## src/rtl/digest_variant_search.sv

```systemverilog
// Steps one squeezed 128-bit word through four byte-order conversions.
// Each candidate is compared against an expected digest, and the matching variant(s) are reported.
module digest_variant_search #(
  parameter bit STOP_ON_FIRST = 1'b1,
  parameter int CNT_W         = 16
) (
  input  logic             clk,
  input  logic             rst,
  input  logic             in_valid,
  output logic             in_ready,
  input  logic [127:0]     in_data,
  input  logic [127:0]     exp_data,
  output logic             out_valid,
  input  logic             out_ready,
  output logic             match,
  output logic [1:0]       variant,
  output logic [3:0]       match_mask,
  output logic [127:0]     cand_data,
  output logic [CNT_W-1:0] miss_count
);

  typedef enum logic [1:0] {IDLE, CHECK, DONE} state_t;

  state_t       state, state_next;
  logic [127:0] d_reg, e_reg;
  logic [1:0]   idx;
  logic         eq;
  logic         finish;
  logic [3:0]   mask_next;
  logic [1:0]   low_idx;

  function automatic logic [63:0] bswap64(input logic [63:0] x);
    logic [63:0] r;
    for (int i = 0; i < 8; i++) r[8*i +: 8] = x[8*(7-i) +: 8];
    return r;
  endfunction

  function automatic logic [127:0] conv(input logic [1:0] v, input logic [127:0] x);
    logic [127:0] r;
    case (v)
      2'd0:    r = x;
      2'd1:    r = {bswap64(x[127:64]), bswap64(x[63:0])};
      2'd2:    r = {bswap64(x[63:0]), bswap64(x[127:64])};
      default: r = {x[63:0], x[127:64]};
    endcase
    return r;
  endfunction

  always_ff @(posedge clk or posedge rst) begin
    if (rst) state <= IDLE;
    else     state <= state_next;
  end

  // The sweep ends on the first hit when STOP_ON_FIRST is set, or else after variant 3.
  always_comb begin
    state_next = state;
    finish     = 1'b0;
    eq         = (conv(idx, d_reg) == e_reg);
    mask_next  = match_mask | ({3'b000, eq} << idx);
    case (state)
      IDLE:  if (in_valid) state_next = CHECK;
      CHECK: begin
        if ((eq && STOP_ON_FIRST) || idx == 2'd3) begin
          finish     = 1'b1;
          state_next = DONE;
        end
      end
      DONE:  if (out_ready) state_next = IDLE;
      default: state_next = IDLE;
    endcase
  end

  always_comb begin
    low_idx = 2'd0;
    if      (mask_next[0]) low_idx = 2'd0;
    else if (mask_next[1]) low_idx = 2'd1;
    else if (mask_next[2]) low_idx = 2'd2;
    else if (mask_next[3]) low_idx = 2'd3;
  end

  assign in_ready  = (state == IDLE);
  assign out_valid = (state == DONE);

  always_ff @(posedge clk or posedge rst) begin
    if (rst) begin
      d_reg      <= '0;
      e_reg      <= '0;
      idx        <= 2'd0;
      match_mask <= 4'd0;
      match      <= 1'b0;
      variant    <= 2'd0;
      cand_data  <= '0;
      miss_count <= '0;
    end else begin
      case (state)
        IDLE: begin
          if (in_valid) begin
            d_reg      <= in_data;
            e_reg      <= exp_data;
            match_mask <= 4'd0;
            idx        <= 2'd0;
          end
        end
        CHECK: begin
          match_mask <= mask_next;
          if (finish) begin
            match     <= |mask_next;
            variant   <= low_idx;
            cand_data <= conv(low_idx, d_reg);
            // Saturate rather than wrap so a long run of misses stays visible.
            if (!(|mask_next) && miss_count != {CNT_W{1'b1}})
              miss_count <= miss_count + CNT_W'(1);
          end else begin
            idx <= idx + 2'd1;
          end
        end
        default: ;
      endcase
    end
  end

endmodule

```

## config.mk

```make
export PLATFORM = sky130hd
export DESIGN_NAME = digest_variant_search
export DESIGN_NICKNAME = d
export VERILOG_FILES = /design/src/rtl/digest_variant_search.sv
export SDC_FILE = /design/constraint.sdc
export NUM_CORES = 1
export LEC_CHECK = 0
export ABC_AREA = 1
export BUFFER_PORTS_ARGS = -buffer_cell sky130_fd_sc_hd__buf_2
export CORE_ASPECT_RATIO = 0.8
export CORE_UTILIZATION = 50
export DETAILED_ROUTE_END_ITERATION = 12
export PLACE_DENSITY_LB_ADDON = 0.3
export SETUP_SLACK_MARGIN = 0.02
export SYNTH_ARGS = -nofsm -noshare
export SYNTH_HDL_FRONTEND = slang
export SYNTH_SLANG_ARGS = --single-unit
```

## constraint.sdc

```tcl
create_clock -name clk -period 15 [get_ports clk]
set_input_delay 2.25 -clock clk [delete_from_list [all_inputs] [get_ports clk]]
set_output_delay 2.25 -clock clk [all_outputs]
set_load 0.05 [all_outputs]
```

==> summary.md, run 1 <==
| Metric | Value |
|---|---|
| Post-synthesis cell area | 27100 um2 |
| Reg2Reg Depth | 25 |
| Number of global-route vias before repair | 25900 |
| CTS sink count | 411 |
| Buffers & Inverters on Critical Path | 6 |
| Worst vdd rail ir drop | 0.128 mV |
| Synth-to-Final Area Change | 11.4% |
| Final setup fails | 0 |
| HPWL after DPL | 67800 um |
| Worst-path fanout max | 130 |
| Initial DRC Count | 4305 |
| CTS Root Cell | clkbuf_16 |
| Final slew viol count | 0 |
| Fin. Hold Viols | 0 |
| Final worst slack | 6.71 ns |
| Full die area | 55100 um2 |
| Max stage delay cell, worst path | clkinv_2 |
| Worst rel slew slack | 16.2% |
| WL/cell | 19.4 um |
| CTS tree | done |
| Maximum clock rate | 121 MHz |
| Crit path time final | 8.29 ns |
| Drt total wl | 99300 um |
| H-tree depth | 2 |
| Setup TNS | 0 ns |
| Final #Nets | 4660 |
| Die Height | 210 um |
| Fill cell count | 5245 |
| Post-detailed-route DRC marker count | 0 |
| FF-to-FF End | cand_data[121]$_DFFE_PP0P_ |
| CTS Buffer Depth | 3 |
| Share of post-route cells with drive strength above 1 | 12.0% |
| Worst-path clk slew | 0.06 ns |
| CP Launch Point | idx[0]$_DFFE_PP0P_ |
| Post-synthesis cell type count | 28 |
| Reg2reg setup slack | 6.71 ns |
| Status | finished, final reports clean |
| Total track usage | 35.6% |
| IO Count | 413 |
| Pwr Density | 251 nW/um2 |
| WP data required | 15.55 ns |
| Global placement routability congestion | 0.951 |
| Core Area | 52900 um2 |
| Worst Setup EP | cand_data[121]$_DFFE_PP0P_ |
| Syn nets | 4566 |
| Cell count after synthesis | 4301 |
| IO Port Bufs | 412 |
| Worst Path Arrival | 8.84 ns |
| Gr ovfl total | 0 |
| Tot Pwr | 7570 uW |
| Hold Path Class | register to register |
| Seq cells post-synth | 411 |
| Initial Util | 51.1% |
| Top cell by count, worst path | nand2_1 |
| Largest net degree at the start of global routing | 208 |
| Family with the most delay on the worst path | buffers and inverters |
| Post-Place Setup Slack | 7.02 ns |
| Vias | 29000 |
| Hold-fix buffers, CTS | 0 |
| R2R Path Start | idx[0]$_DFFE_PP0P_ |
| First-pass GRT wire length | 151000 um |
| Avg Inst Size Synth | 6.29 um2 |
| DR vias/cell | 5.66 |
| Max-cap violations | 0 |
| RSZ-0062 raised after global routing | no |
| Post-DRT Antenna Nets | 0 |
| PostCTS Resize Cnt | 0 |
| CP max stage delay | 0.88 ns |
| Kind of critical path | register to register |
| CP Capture Type | register |
| Antenna violations before repair | 8 |
| Setup Fix Bufs, Post-CTS | 0 |
| First-pass DRT Iterations | 9 |
| Sequential area share after synthesis | 38.0% |
| Clk_skew | 0.0339 ns |
| Worst Setup Start Kind | register |
| Yosys warning count | 0 |
| Final period utilization | 55.3% |
| Worst slew pin tran | 1.26 ns |
| Worst path depth | 25 |
| Worst-Skew Late Latency | 0.61 ns |
| DIE WIDTH | 262 um |
| Inserted Clock Buffers | 45 |
| Leakage | 0.0168 uW |
| # rows | 75 |
[final cells by class]
type / count / area (um2) / area share (%)
clock buffer: 59 / 1260 / 4.17
sequential: 411 / 10300 / 34.1
multi-input combinational: 3176 / 14000 / 46.3
antenna: 2 / 5.00 / 0.0166
tap: 693 / 867 / 2.87
clock inverter: 23 / 303 / 1.00
timing repair buffer: 433 / 2230 / 7.40
inverter: 328 / 1250 / 4.15
[worst min-delay path by stage]
| stage | from | endpoint | slack (ns) | depth (start not counted) |
|---|---|---|---|---|
| 2_1_floorplan | e_reg[0]$_DFFE_PP0P_ | e_reg[0]$_DFFE_PP0P_ | 0.46 | 2 |
| 3_3_place_gp | cand_data[68]$_DFFE_PP0P_ | cand_data[68]$_DFFE_PP0P_ | 0.46 | 2 |
| 3_5_place_dp | cand_data[59]$_DFFE_PP0P_ | cand_data[59]$_DFFE_PP0P_ | 0.46 | 2 |
| 4_1_cts | cand_data[59]$_DFFE_PP0P_ | cand_data[59]$_DFFE_PP0P_ | 0.48 | 2 |
| 5_1_grt | cand_data[101]$_DFFE_PP0P_ | cand_data[101]$_DFFE_PP0P_ | 0.50 | 2 |
| 6_report | cand_data[59]$_DFFE_PP0P_ | cand_data[59]$_DFFE_PP0P_ | 0.47 | 2 |
[placed cells by master (no fill, tap or decap), types with 7 or more instances in the layout]
master	netlist	routed
o21ai_0	177	177
nor2_1	52	52
nand3_1	440	440
o211ai_1	7	7
clkbuf_16	0	45
nand3b_1	72	72
inv_1	320	318
buf_4	19	20
clkbuf_8	0	8
dfrtp_1	411	411
nand4_1	159	159
o21ai_1	236	236
xor2_1	7	7
a21oi_1	23	23
nand2_1	1974	1971
clkinv_2	0	13
buf_2	115	412
[through the flow]
stage	util (%)	instances	instance area, um2	hold WS (ns)
after CTS	57.0	5123	30200	0.475
final	57.0	5125	30200	0.472
after floorplan	-	4301	27100	0.462
after global placement	54.0	5041	28600	0.460
after detailed placement	54.0	5041	28600	0.459
after global routing	57.0	5124	30200	0.495
[worst min-delay path, cell delays in order (launching register included)]
cell and delay (ns):
dfrtp_1 0.33, nand2_1 0.05, nand2_1 0.05
[power breakdown]
group          switching, uW  internal, uW
registers               1050          1600
logic                   2570          1150
clock network            499           697
total                   4120          3450
[synthesized netlist by cell type, drive strengths merged]
cell type | instances | area share [%]
inv | 328 | 4.5
o22ai | 4 | 0.092
nand2 | 1977 | 27
nor3 | 4 | 0.074
nor2 | 55 | 0.79
o211ai | 7 | 0.19
nand4 | 159 | 3.7
o31ai | 1 | 0.028
buf | 169 | 3.2
o21ai | 413 | 7.6
nand3b | 72 | 2.0
a21oi | 24 | 0.49
nor4 | 3 | 0.069
xor2 | 7 | 0.23
clkbuf | 217 | 3.0
ha | 5 | 0.23
xnor2 | 5 | 0.16
dfrtp | 411 | 38
nand3 | 440 | 8.1
[per-layer routing]
metal | track usage, % | part of all wire (%)
met1 | 54.3 | 44
met2 | 45.5 | 38
met3 | 12.3 | 14
met4 | 12.5 | 3.1
met5 | 0 | 0.063
[kinds of logic after synthesis]
logic type | Yosys count | synth area share [%]
xor+xnor | 12 | 0.388
simple gates | 2710 | 42.2
buf+inv | 714 | 10.8
fa+ha+maj | 5 | 0.231
compound gates | 449 | 8.44
flops | 411 | 38.0
Power figures use the tool's default switching activity.
==> run 2: changes to the inputs <==
Clock period 15 ns to 6.95 ns, I/O delays scaled along.
==> run 2 against run 1 <==
  * Register-to-register slack got worse by 4.9 ns
  * Die area is the same
  * Sequential share of layout area shrank 0.18 points
  * Count of clock-buffer cells in the layout is 1 higher
  * Critical endpoint is now cand_data[90]$_DFFE_PP0P_
  * Largest power group unchanged
==> summary.md, run 2 (synthesized netlist as in run 1, its figures left out) <==
| Metric | Value |
|---|---|
| Status | finished, final reports clean |
| CTS sink count | 411 |
| Worst Setup Start Kind | register |
| CTS tree | done |
| Fin. Hold Viols | 0 |
| Synth-to-Final Area Change | 12.0% |
| Drt total wl | 98400 um |
| CP max stage delay | 0.70 ns |
| Max stage delay cell, worst path | ha_4 |
| Sequential share of power | 34.9% |
| Pwr Density | 535 nW/um2 |
| Full die area | 55100 um2 |
| Final slew viol count | 0 |
| Share of post-route cells with drive strength above 1 | 12.4% |
| Final setup fails | 0 |
| Reg2reg setup slack | 1.79 ns |
| Final #Nets | 4676 |
| WP data required | 7.47 ns |
| Initial Util | 51.1% |
| Worst rel slew slack | 31.8% |
| Worst slew pin tran | 1.02 ns |
| Crit path time final | 5.16 ns |
| Post-Place Setup Slack | 1.91 ns |
| Leakage | 0.0169 uW |
| Final worst slack | 1.79 ns |
| WL/cell | 19.1 um |
| CTS Root Cell | clkbuf_16 |
| Placed instance area | 28800 um2 |
| Commonest non-fill, non-tap cell in the layout | nand2_1 |
| Worst-path fanout max | 77 |
| Vias | 29000 |
| Worst-Skew Late Latency | 0.58 ns |
| # rows | 75 |
| Hold-fix buffers, CTS | 0 |
| Reg2Reg Depth | 23 |
| IO Count | 413 |
| PostCTS Resize Cnt | 0 |
| CP Capture Type | register |
| Number of global-route vias before repair | 25500 |
| DR vias/cell | 5.65 |
| Setup Fix Bufs, Post-CTS | 0 |
| Tot Pwr | 16200 uW |
| First-pass DRT Iterations | 6 |
| Antenna violations before repair | 4 |
| Clk_skew | 0.0134 ns |
| Clock power share | 15.2% |
| Maximum clock rate | 194 MHz |
| Max-cap violations | 0 |
| Die Height | 210 um |
| Gr ovfl total | 0 |
| H-tree depth | 2 |
| Global placement routability congestion | 0.975 |
| Kind of critical path | register to register |
| Core Area | 52900 um2 |
| Most frequent cells in the layout | 1971 x nand2_1, 440 x nand3_1, 412 x buf_2, 411 x dfrtp_1, 318 x inv_1 |
| Switching portion of total power | 54.4% |
| Fin area | 30300 um2 |
| Hold Path Class | input port to asynchronous set/reset pin |
| Worst-path clk slew | 0.06 ns |
| CP cell instances | inv_1, ha_4, buf_12, nand2_1, nand3_1, nand2_1, nand2_1, nand2_1, nand2_1, nand2_1, nor2_1, nand2_1, nor2_1, nand2_1, nor2_2, nand2_1, a21oi_4, buf_4, buf_4, o21ai_1, inv_1, nand2_1, nand2_1 |
| First-pass GRT wire length | 150000 um |
| R2R Path Start | idx[0]$_DFFE_PP0P_ |
| Top cell by count, worst path | nand2_1 |
| IO Port Bufs | 412 |
| CTS Buffer Depth | 3 |
| Setup TNS | 0 ns |
| Combinational Power Share | 50.0% |
| DIE WIDTH | 262 um |
| Post-DRT Antenna Nets | 0 |
| FF-to-FF End | cand_data[90]$_DFFE_PP0P_ |
| Inserted Clock Buffers | 44 |
| Largest net degree at the start of global routing | 258 |
| Initial DRC Count | 4249 |
| Worst Path Arrival | 5.68 ns |
| Total track usage | 35.2% |
| NetSw | 8810 uW |
| RSZ-0062 raised after global routing | no |
| Worst vdd rail ir drop | 0.260 mV |
| Final period utilization | 74.2% |
| HPWL after DPL | 68300 um |
| Post-detailed-route DRC marker count | 0 |
| Internal | 7400 uW |
==> run 2: cell count changes in the layout (fill, tap and decap cells not counted), moves of 2 or more <==
| cell | before | now |
|---|---|---|
| bufinv_16 | 6 | 3 |
| clkinv_8 | 2 | 0 |
| buf_4 | 20 | 28 |
| buf_12 | 1 | 10 |
| inv_6 | 1 | 4 |
==> run 2: critical path, delay by kind of cell (launching register included) <==
kind                     cells  cell delay (ns)
AO/OA/AOI/OAI                2             0.33
adder cells (fa/ha/maj)      1             0.70
buffers and inverters        5             1.88
flip-flops                   1             0.47
AND/OR/NAND/NOR             15             1.57
==> run 2: through the flow <==
step                instances  hold WS, ns  util, %
detailed placement       5058        0.460     54.5
global placement         5058        0.459     54.5
global route             5141        0.488     57.3
finish                   5141        0.459     57.3
CTS                      5140        0.456     57.3
floorplan                4301        0.462        -
==> run 2: worst max-delay path by stage <==
stage,cells after the start,from,end
floorplan,1,rst,cand_data[0]$_DFFE_PP0P_
global placement,23,idx[0]$_DFFE_PP0P_,cand_data[119]$_DFFE_PP0P_
detailed placement,24,idx[0]$_DFFE_PP0P_,miss_count[2]$_DFFE_PP0P_
CTS,24,idx[0]$_DFFE_PP0P_,miss_count[2]$_DFFE_PP0P_
global route,23,idx[0]$_DFFE_PP0P_,cand_data[102]$_DFFE_PP0P_
finish,23,idx[0]$_DFFE_PP0P_,cand_data[90]$_DFFE_PP0P_
==> run 2: power by group through the flow <==
stage | Combinational [uW] | Clock [uW] | Sequential [uW]
finish | 8100 | 2460 | 5650
floorplan | 5770 | 0 | 5250
CTS | 8040 | 2480 | 5460
detailed placement | 8000 | 0 | 5500
global route | 9100 | 2570 | 5700
global placement | 7870 | 0 | 5500
==> run 2: final cells by class <==
class,count,area (um2)
repair buffers,450,2470
well taps,693,867
inverters,328,1250
diodes,1,2.50
clock inverters,22,211
clock buffers,60,1270
multi-input cells,3176,14000
flip-flops and latches,411,10300
fillers,5214,22600
==> run 2: metal layers <==
metal,up-vias,part of all wire [%],global-route usage (%),routed length [um]
li1,13900,-,-,-
met1,13300,45,55.6,44600
met2,1651,38,45.3,37700
met3,156,13,9.87,13200
met4,4,2.9,10.8,2810
met5,-,0.032,0,31
